==> src/rtl/pll_mon_pkg.sv <==
// Shared types and constants for the PLL lock monitor.
package pll_mon_pkg;

    // One-hot state encoding; any other pattern is treated as illegal.
    typedef enum logic [4:0] {
        S_PLL_RST   = 5'b00001,
        S_WAIT_LOCK = 5'b00010,
        S_SETTLE    = 5'b00100,
        S_RUN       = 5'b01000,
        S_FAIL      = 5'b10000
    } state_e;

    localparam int unsigned LOSS_W       = 8;
    localparam int unsigned RETRY_W      = 3;
    localparam int unsigned LOSS_CNT_MAX = 255;

    // Bits needed for a counter that must reach (max of the three periods) - 1.
    function automatic int unsigned cnt_width(input int unsigned rst_cycles,
                                              input int unsigned lock_timeout,
                                              input int unsigned settle_cycles);
        int unsigned m;
        m = rst_cycles;
        if (lock_timeout > m) m = lock_timeout;
        if (settle_cycles > m) m = settle_cycles;
        return (m <= 2) ? 1 : $clog2(m);
    endfunction

endpackage

==> src/rtl/sync_ff.sv <==
// Multi-flop synchroniser for single-bit asynchronous signals.
// Tie d high to build a reset synchroniser (async assert, sync deassert).
module sync_ff #(
    parameter int unsigned STAGES = 2
) (
    input  logic clk,
    input  logic rst_n,
    input  logic d,
    output logic q
);

    logic [STAGES-1:0] ff_q;

    // Shift chain, cleared asynchronously.
    always_ff @(posedge clk or negedge rst_n) begin
        if (!rst_n) begin
            ff_q <= '0;
        end else begin
            ff_q <= {ff_q[STAGES-2:0], d};
        end
    end

    assign q = ff_q[STAGES-1];

endmodule

==> src/rtl/pll_lock_monitor.sv <==
// PLL supervisor: drives the PLL reset, retries on lock timeout, and releases
// downstream reset only after lock has been stable. Runs on the reference clock.
module pll_lock_monitor
    import pll_mon_pkg::*;
#(
    parameter int unsigned RST_CYCLES    = 16,
    parameter int unsigned LOCK_TIMEOUT  = 50000,
    parameter int unsigned SETTLE_CYCLES = 1024,
    parameter int unsigned MAX_RETRY     = 4,
    parameter int unsigned CNT_W         = 16,
    parameter int unsigned SYNC_STAGES   = 2
) (
    input  logic               clk,
    input  logic               rst_n,
    input  logic               pll_lock,
    output logic               pll_rst,
    output logic               user_rst_n,
    output logic               locked_stable,
    output logic               pll_fail,
    output logic [LOSS_W-1:0]  lock_loss_cnt,
    output logic [RETRY_W-1:0] retry_cnt
);

    // Never narrower than the periods actually require.
    localparam int unsigned CNT_MIN_W = cnt_width(RST_CYCLES, LOCK_TIMEOUT, SETTLE_CYCLES);
    localparam int unsigned CW        = (CNT_W > CNT_MIN_W) ? CNT_W : CNT_MIN_W;

    localparam logic [CW-1:0]      RST_LAST     = CW'(RST_CYCLES - 1);
    localparam logic [CW-1:0]      TIMEOUT_LAST = CW'(LOCK_TIMEOUT - 1);
    localparam logic [CW-1:0]      SETTLE_LAST  = CW'(SETTLE_CYCLES - 1);
    localparam logic [RETRY_W-1:0] RETRY_LIMIT  = RETRY_W'(MAX_RETRY);
    localparam logic [LOSS_W-1:0]  LOSS_LIMIT   = LOSS_W'(LOSS_CNT_MAX);

    logic rst_sync_n;
    logic lock_s;

    state_e             state_q, state_d;
    logic [CW-1:0]      cnt_q, cnt_d;
    logic [RETRY_W-1:0] retry_q, retry_d;
    logic [LOSS_W-1:0]  loss_q, loss_d;
    logic               pll_rst_q, run_q, fail_q;

    // Internal reset: asserts with rst_n, releases on a clock edge.
    sync_ff #(
        .STAGES (SYNC_STAGES)
    ) u_rst_sync (
        .clk   (clk),
        .rst_n (rst_n),
        .d     (1'b1),
        .q     (rst_sync_n)
    );

    // Lock flag comes from another clock domain; the FSM only sees lock_s.
    sync_ff #(
        .STAGES (SYNC_STAGES)
    ) u_lock_sync (
        .clk   (clk),
        .rst_n (rst_n),
        .d     (pll_lock),
        .q     (lock_s)
    );

    // Next-state, retry and loss-count decode.
    always_comb begin
        state_d = state_q;
        retry_d = retry_q;
        loss_d  = loss_q;
        case (state_q)
            S_PLL_RST: begin
                if (cnt_q == RST_LAST) state_d = S_WAIT_LOCK;
            end
            S_WAIT_LOCK: begin
                // Lock takes priority over a coincident timeout.
                if (lock_s) begin
                    state_d = S_SETTLE;
                end else if (cnt_q == TIMEOUT_LAST) begin
                    retry_d = retry_q + 3'd1;
                    state_d = (retry_d == RETRY_LIMIT) ? S_FAIL : S_PLL_RST;
                end
            end
            S_SETTLE: begin
                if (!lock_s) begin
                    state_d = S_WAIT_LOCK;
                end else if (cnt_q == SETTLE_LAST) begin
                    state_d = S_RUN;
                    retry_d = '0;
                end
            end
            S_RUN: begin
                if (!lock_s) begin
                    if (loss_q != LOSS_LIMIT) loss_d = loss_q + 8'd1;
                    state_d = S_PLL_RST;
                end
            end
            S_FAIL: begin
                state_d = S_FAIL;
            end
            default: begin
                state_d = S_PLL_RST;
            end
        endcase
        cnt_d = (state_d != state_q) ? '0 : cnt_q + CW'(1);
    end

    // State, counters and outputs; outputs decoded from state_d so they
    // line up with the state register.
    always_ff @(posedge clk or negedge rst_sync_n) begin
        if (!rst_sync_n) begin
            state_q   <= S_PLL_RST;
            cnt_q     <= '0;
            retry_q   <= '0;
            loss_q    <= '0;
            pll_rst_q <= 1'b1;
            run_q     <= 1'b0;
            fail_q    <= 1'b0;
        end else begin
            state_q   <= state_d;
            cnt_q     <= cnt_d;
            retry_q   <= retry_d;
            loss_q    <= loss_d;
            pll_rst_q <= (state_d == S_PLL_RST);
            run_q     <= (state_d == S_RUN);
            fail_q    <= (state_d == S_FAIL);
        end
    end

    assign pll_rst       = pll_rst_q;
    assign user_rst_n    = run_q;
    assign locked_stable = run_q;
    assign pll_fail      = fail_q;
    assign lock_loss_cnt = loss_q;
    assign retry_cnt     = retry_q;

endmodule

==> config.mk <==
export PLATFORM = sky130hd
export DESIGN_NAME = pll_lock_monitor
export DESIGN_NICKNAME = d
export VERILOG_FILES = /design/src/rtl/pll_mon_pkg.sv /design/src/rtl/sync_ff.sv /design/src/rtl/pll_lock_monitor.sv
export SDC_FILE = /design/constraint.sdc
export NUM_CORES = 1
export LEC_CHECK = 0
export ABC_AREA = 1
export CORE_MARGIN = 1
export CORE_UTILIZATION = 50
export CTS_CLUSTER_SIZE = 14
export DETAILED_ROUTE_END_ITERATION = 8
export PLACE_DENSITY = 0.68
export SLEW_MARGIN = 10
export SYNTH_ARGS = -nofsm -noshare
export SYNTH_HDL_FRONTEND = slang
export SYNTH_SLANG_ARGS = --single-unit
==> constraint.sdc <==
create_clock -name clk -period 1.4 [get_ports clk]
set_clock_uncertainty 0.05 [all_clocks]
set_input_delay 0.35 -clock clk [delete_from_list [all_inputs] [get_ports clk]]
set_output_delay 0.35 -clock clk [all_outputs]
set_load 0.05 [all_outputs]
== Yosys cells after proc, flatten, opt, wreduce, memory -nomap -nowiden ==
Index checks and enable logic that the tools add are counted.
Word-level totals
  register bits after elaboration: 39
Operators by class
  add/subtract/negate cells: 3
  equal/unequal tests: 18
  multiplexer cells: 14
  bitwise operators: 1
  reduce and logical (&&, ||, !) cells: 3
Operator list (count)
  $mux W5: 7
  $pmux W5 S5: 1
  $add A16 B1 Y16 const B: 1
  $eq A16 B10 Y1 const B: 1
  $eq A16 B16 Y1 const B: 1
  $eq A16 B4 Y1 const B: 1
  $mux W16: 1
  $mux W3: 4
  $eq A5 B1 Y1 const B: 2
  $eq A5 B4 Y1 const B: 2
  $eq A5 B5 Y1 const B: 2
  $add A8 B1 Y8 const B: 1
  $ne A8 B8 Y1 const B: 1
  $ne A2 B2 Y1 const B: 3
  $pmux W3 S2: 1
  $eq A5 B2 Y1 const B: 1
  $eq A5 B3 Y1 const B: 1
  $ne A5 B5 Y1: 1
  $reduce_and A5 Y1: 1
  $add A3 B1 Y3 const B: 1
  $eq A3 B3 Y1 const B: 1
  $reduce_and A3 Y1: 1
  $ne A2 B1 Y1 const B: 1
  $reduce_bool A2 Y1: 1
  $not A1 Y1: 1

== Depth between registers and ports, before layout ==
Gate-level depths: netlist of the first run.
  word-level depth: 8
  mapped depth: 13

== Hierarchy ==
From an unflattened synthesis of the first run, not the netlist that was laid out.
Unflattened totals
  cells, all modules: 236
  area total of the unflattened synthesis: 2178.3 µm²
By module, submodules not included
  pll_lock_monitor: times used 1, cells an instance 232, area each 2078.2 µm²
  sync_ff: times used 2, cells an instance 2, area each 50.0 µm²

== Least setup slack after synthesis of the first run ==
OpenSTA, ideal clock, no wires.
  path kind: register to register
  from: register retry_q[0], in the netlist retry_cnt[0]
  to: register cnt_q[9]
  setup time: 0.128 ns
  arrival: 1.842 ns
  path slack: -0.620 ns
  stages on the path, launching flop included: 14
  cells stage by stage: dfrtp_1 -> ha_1 -> inv_1 -> nand2_1 -> nand2_1 -> nor2_1 -> nand3_1 -> nand3_2 -> nand3_2 -> nand2_1 -> nand2_1 -> nand4_4 -> buf_12 -> nor2_4
Between the ends
  cells in the longest elaborated chain, start to end: 8
Ends and longest elaborated chain
  start, declared: line pll_lock_monitor.sv:39  | logic [RETRY_W-1:0] retry_q, retry_d;
  start signal, assigned: line pll_lock_monitor.sv:119  | retry_q <= retry_d;
  $add A3 B1 Y3: line pll_lock_monitor.sv:77  | retry_d = retry_q + 3'd1;
  $eq A3 B3 Y1: line pll_lock_monitor.sv:78  | state_d = (retry_d == RETRY_LIMIT) ? S_FAIL : S_PLL_RST;
  $mux W5: line pll_lock_monitor.sv:78
  $mux W5: line pll_lock_monitor.sv:76  | end else if (cnt_q == TIMEOUT_LAST) begin
  $mux W5: line pll_lock_monitor.sv:74  | if (lock_s) begin
  $pmux W5 S5: line pll_lock_monitor.sv:68  | case (state_q)
  via state_d[0]: line pll_lock_monitor.sv:37  | state_e state_q, state_d;
  $ne A5 B5 Y1: line pll_lock_monitor.sv:102  | cnt_d = (state_d != state_q) ? '0 : cnt_q + CW'(1);
  $mux W16: line pll_lock_monitor.sv:102
  via cnt_d[9]: line pll_lock_monitor.sv:38  | logic [CW-1:0] cnt_q, cnt_d;
  end signal, assigned: line pll_lock_monitor.sv:118  | cnt_q <= cnt_d;
  end, declared: line pll_lock_monitor.sv:38
The timed path passes the listed nets, and every way through them passes these cells.
A chain may end at the register's enable or synchronous reset.

== Worst setup path in the final report of the first run ==
  from: register cnt_q[5]
  to: register cnt_q[11]
Between the ends
  cells in the longest elaborated chain, start to end: 6
  elaborated cells on any way between the ends: 12
  classes of those cells: add/sub (1); eq/ne (4); mux (7)
Ends and longest elaborated chain (line)
  $eq A16 B10 Y1 / $eq A16 B16 Y1 (equally long branches): pll_lock_monitor.sv:84, pll_lock_monitor.sv:76
  $mux W5 (on tied branches): pll_lock_monitor.sv:84, pll_lock_monitor.sv:76
  $mux W5 (on tied branches): pll_lock_monitor.sv:82, pll_lock_monitor.sv:74
  $pmux W5 S5: pll_lock_monitor.sv:68
  $ne A5 B5 Y1: pll_lock_monitor.sv:102
  $mux W16 *: pll_lock_monitor.sv:102
  via cnt_d[11]: pll_lock_monitor.sv:38
The timed path passes the listed nets; every way through them passes the cells marked *.

==> metrics.csv, run 1 <==
stage;metric;value;unit
routing;ant_nets;0;
setup_path;cp_data_required_time;1570;ps
yosys;synthArstFlopShare;100;%
grt;antenna_found_initial;0;
clock_tree;clkSinkCount;39;
yosys;yosysMostFrequentCell;nand2_1;
yosys;syn_inst;230;
floorplan;die_w;67.6;um
layout;syn_to_final_growth;76.3;%
power;leakage;1.76;nW
layout;drive_gt1_share;65.3;%
setup_path;startpoint;cnt_q[5];
yosys;synth.avg_cell_area;9.35;sq um
yosys;synth_nets;237;
setup_path;start_kind;flop;
yosys;synth_xor_area_share;6.93;%
power;power_density;1110;nW/um^2
hold_path;min_path_type;reg -> async;
grt;grt_max_degree;28;
timing;fin_crit;2050;ps
yosys;synth.distinct_cells;37;
yosys;synth_compound_area_share;5.18;%
setup_path;critPathArrivalTime;2220;ps
yosys;synth_area;2150;sq um
yosys;netlist.area_leader.share;43.1;%
clock_tree;clock_path_buffers;2;
setup_path;crit_type;reg -> reg;
yosys;synth-simple-area-share;32.1;%
layout;final_cells;402;
timing;hold_viol;0;
placed_design;dp_hpwl;3690;um
yosys;synth_edf_count;0;
job;max_cap_viol_count;0;
clock_tree;cts_buffers;5;
yosys;synth_common_cells;nand2_1 (39), dfrtp_1 (37), nor2_1 (28);
floorplan;dieHeight;67.6;um
power;ir_drop;1.89;mV
clock_tree;htreeDepth;2;
timing;rsz0062_at_grt;yes;
yosys;yosysWarnings;0;
outcome;status;finished, violations left;
floorplan;row_count;23;
clock_tree;cts_tree;done;
yosys;ys_top_cells_by_area;dfrtp_1 (43%), nand2_1 (6.8%), nor2_4 (6.3%), nor2_1 (4.9%), xor2_1 (4.9%);
setup_path;path_max_fanout;5;
grt;grt_pass1_wl;8990;um
routing;route.detailed.drc;0;
timing;fmax;489;MHz
yosys;yosysSeqAreaShare;45.5;%
timing;setup_viol;40;
setup_path;timing.rr.start;cnt_q[5];
yosys;yosys.area.top_type;dfrtp_1;
routing;drt_iter0_markers;111;
clock_tree;root_buffer;clkbuf_8;
yosys;synth-adder-area-share;2.33;%
routing;routed_via_density;5.58;
timing;post-route-period-util;146;%
floorplan;io_pins;18;
timing;slew_viol_final;0;
setup_path;cp-end-kind;flop;
yosys;synthMuxAreaShare;1.05;%
outcome;violations;setup timing;
layout;antenna_cells;0;
routing;post_drt_wl_per_cell;21.0;um
layout;fin_nets;358;
placed_design;gp_congestion;0.847;
timing;fin_setup_tns;-15550;ps
routing;first_pass_iters;4;
routing;via_count;2243;
routing;wl;8460;um
yosys;synth_top_family_by_area;simple AND/OR/NAND/NOR gates;
grt;grt_pass1_vias;2017;
grt;overflow;0;
floorplan;coreArea;4060;sq um
yosys;ys_seq_elements;39;
placed_design;post-place-cells;365;
placed_design;port_buffers;17;
clock_tree;cts.reportedPaths.clkPinSlew;90;ps
floorplan;dieArea;4570;sq um
yosys;yosys_most_used_dff;dfrtp_1;
grt;track_usage;27.5;%
clock_tree;hold_buffers;0;
floorplan;initial_utilization;53.0;%
clock_tree;clock_latency;300;ps
timing;fin_ws;-645;ps
metrics by stage:
step                      hold WS (ps)  util (%)  cell area, sq um  worst slack (ps)  total power, mW
after floorplan                   4.41         -              2220              -433             2.09
after global placement             115      77.2              3130              -431             2.57
after detailed placement           126      77.2              3130              -554             2.61
after CTS                          135      85.3              3460              -549             3.88
after global routing               166      93.4              3790              -807             4.34
final                              149      93.4              3790              -645             4.20
worst max-delay path: stages (launching register included):
cell and delay (ps):
dfrtp_1 410, nor2_2 150, nand2_1 110, nor2_2 200
nand2_2 130, nand2_1 100, nand2_2 50, nand2_2 80
o21ai_2 70, nor2_2 150, nand4_4 170, clkbuf_16 220
nor2_4 80
final timing paths:
kind	to	slack, ps	depth (start not counted)
worst max register to register	cnt_q[11]	-650	12
worst min register to register	state_q[4]	150	1
worst min-delay path	state_q[4]	150	1
min in group clk	u_rst_sync.ff_q[1]	310	0
max in group asynchronous	state_q[0]	740	1
worst max-delay path	cnt_q[11]	-650	12
kinds of logic (layout without fill, tap and decap cells):
group	Yosys count	after routing
multiplexers	2	2
buffers and inverters	29	151
flip-flops	39	39
AO/OA/AOI/OAI	18	18
adder cells (fa/ha/maj)	4	4
AND/OR/NAND/NOR	120	120
XOR/XNOR	17	17
other	1	1
state kept, by name (all words and copies together), names as in the netlist:
signal,count
cnt_q,16
u_rst_sync.ff_q,2
retry_cnt,3
pll_fail,1
lock_loss_cnt,8
locked_stable,1
state_q,5
pll_rst,1
u_lock_sync.ff_q,2
final cells by class:
type                    count  area [sq um]
clock buffers               6          82.6
clock inverters             2          35.0
fillers                   125           269
inverters                  27           119
multi-input cells         162          1320
flip-flops and latches     39           991
well taps                  50          62.6
repair buffers            116          1180
per-layer routing:
layer	vias to the layer above	part of all wire [%]	GRT usage, %
met3	45	5.7	6.08
li1	970	-	-
met4	0	5.0	10.1
met2	109	54	51.1
met5	-	0	0
met1	1119	36	30.0
cells in the final DEF, fill, tap and decap left out, types with 6 or more instances in the layout:
master,count
nand3_1,8
dfrtp_1,27
nor2_1,9
dfrtp_2,10
nand3_2,9
nand2_2,17
nor2_2,13
buf_6,20
xor2_1,12
buf_4,76
buf_12,17
nor2_4,28
inv_2,6
nand2_1,25
inv_1,18
clkbuf_8,6
power breakdown:
part / internal (mW) / leakage [nW] / total, mW / switching [mW]
Sequential: 1.24 / 0.502 / 1.37 / 0.122
Clock: 0.578 / 0.0612 / 1.01 / 0.428
Combinational: 0.881 / 1.20 / 1.83 / 0.949
Total: 2.70 / 1.76 / 4.20 / 1.50
repair_timing:
item | 4_1_cts | 5_1_grt
setup buffers | 20 | 17
resized for setup | 31 | 55
cloned | 1 | 0
setup endpoints to repair | 38 | 46
pin swaps | 19 | 24
(Power assumes the default switching activity.)
==> run 2: changes to the inputs <==
--- a/config.mk
+++ b/config.mk
@@ -8,7 +8,6 @@
 export ABC_AREA = 1
 export CORE_MARGIN = 1
 export CORE_UTILIZATION = 50
-export CTS_CLUSTER_SIZE = 14
 export DETAILED_ROUTE_END_ITERATION = 8
 export PLACE_DENSITY = 0.68
 export SLEW_MARGIN = 10
==> results of run 2 <==
Final layout, timing and power as in run 1 (identical DEF).
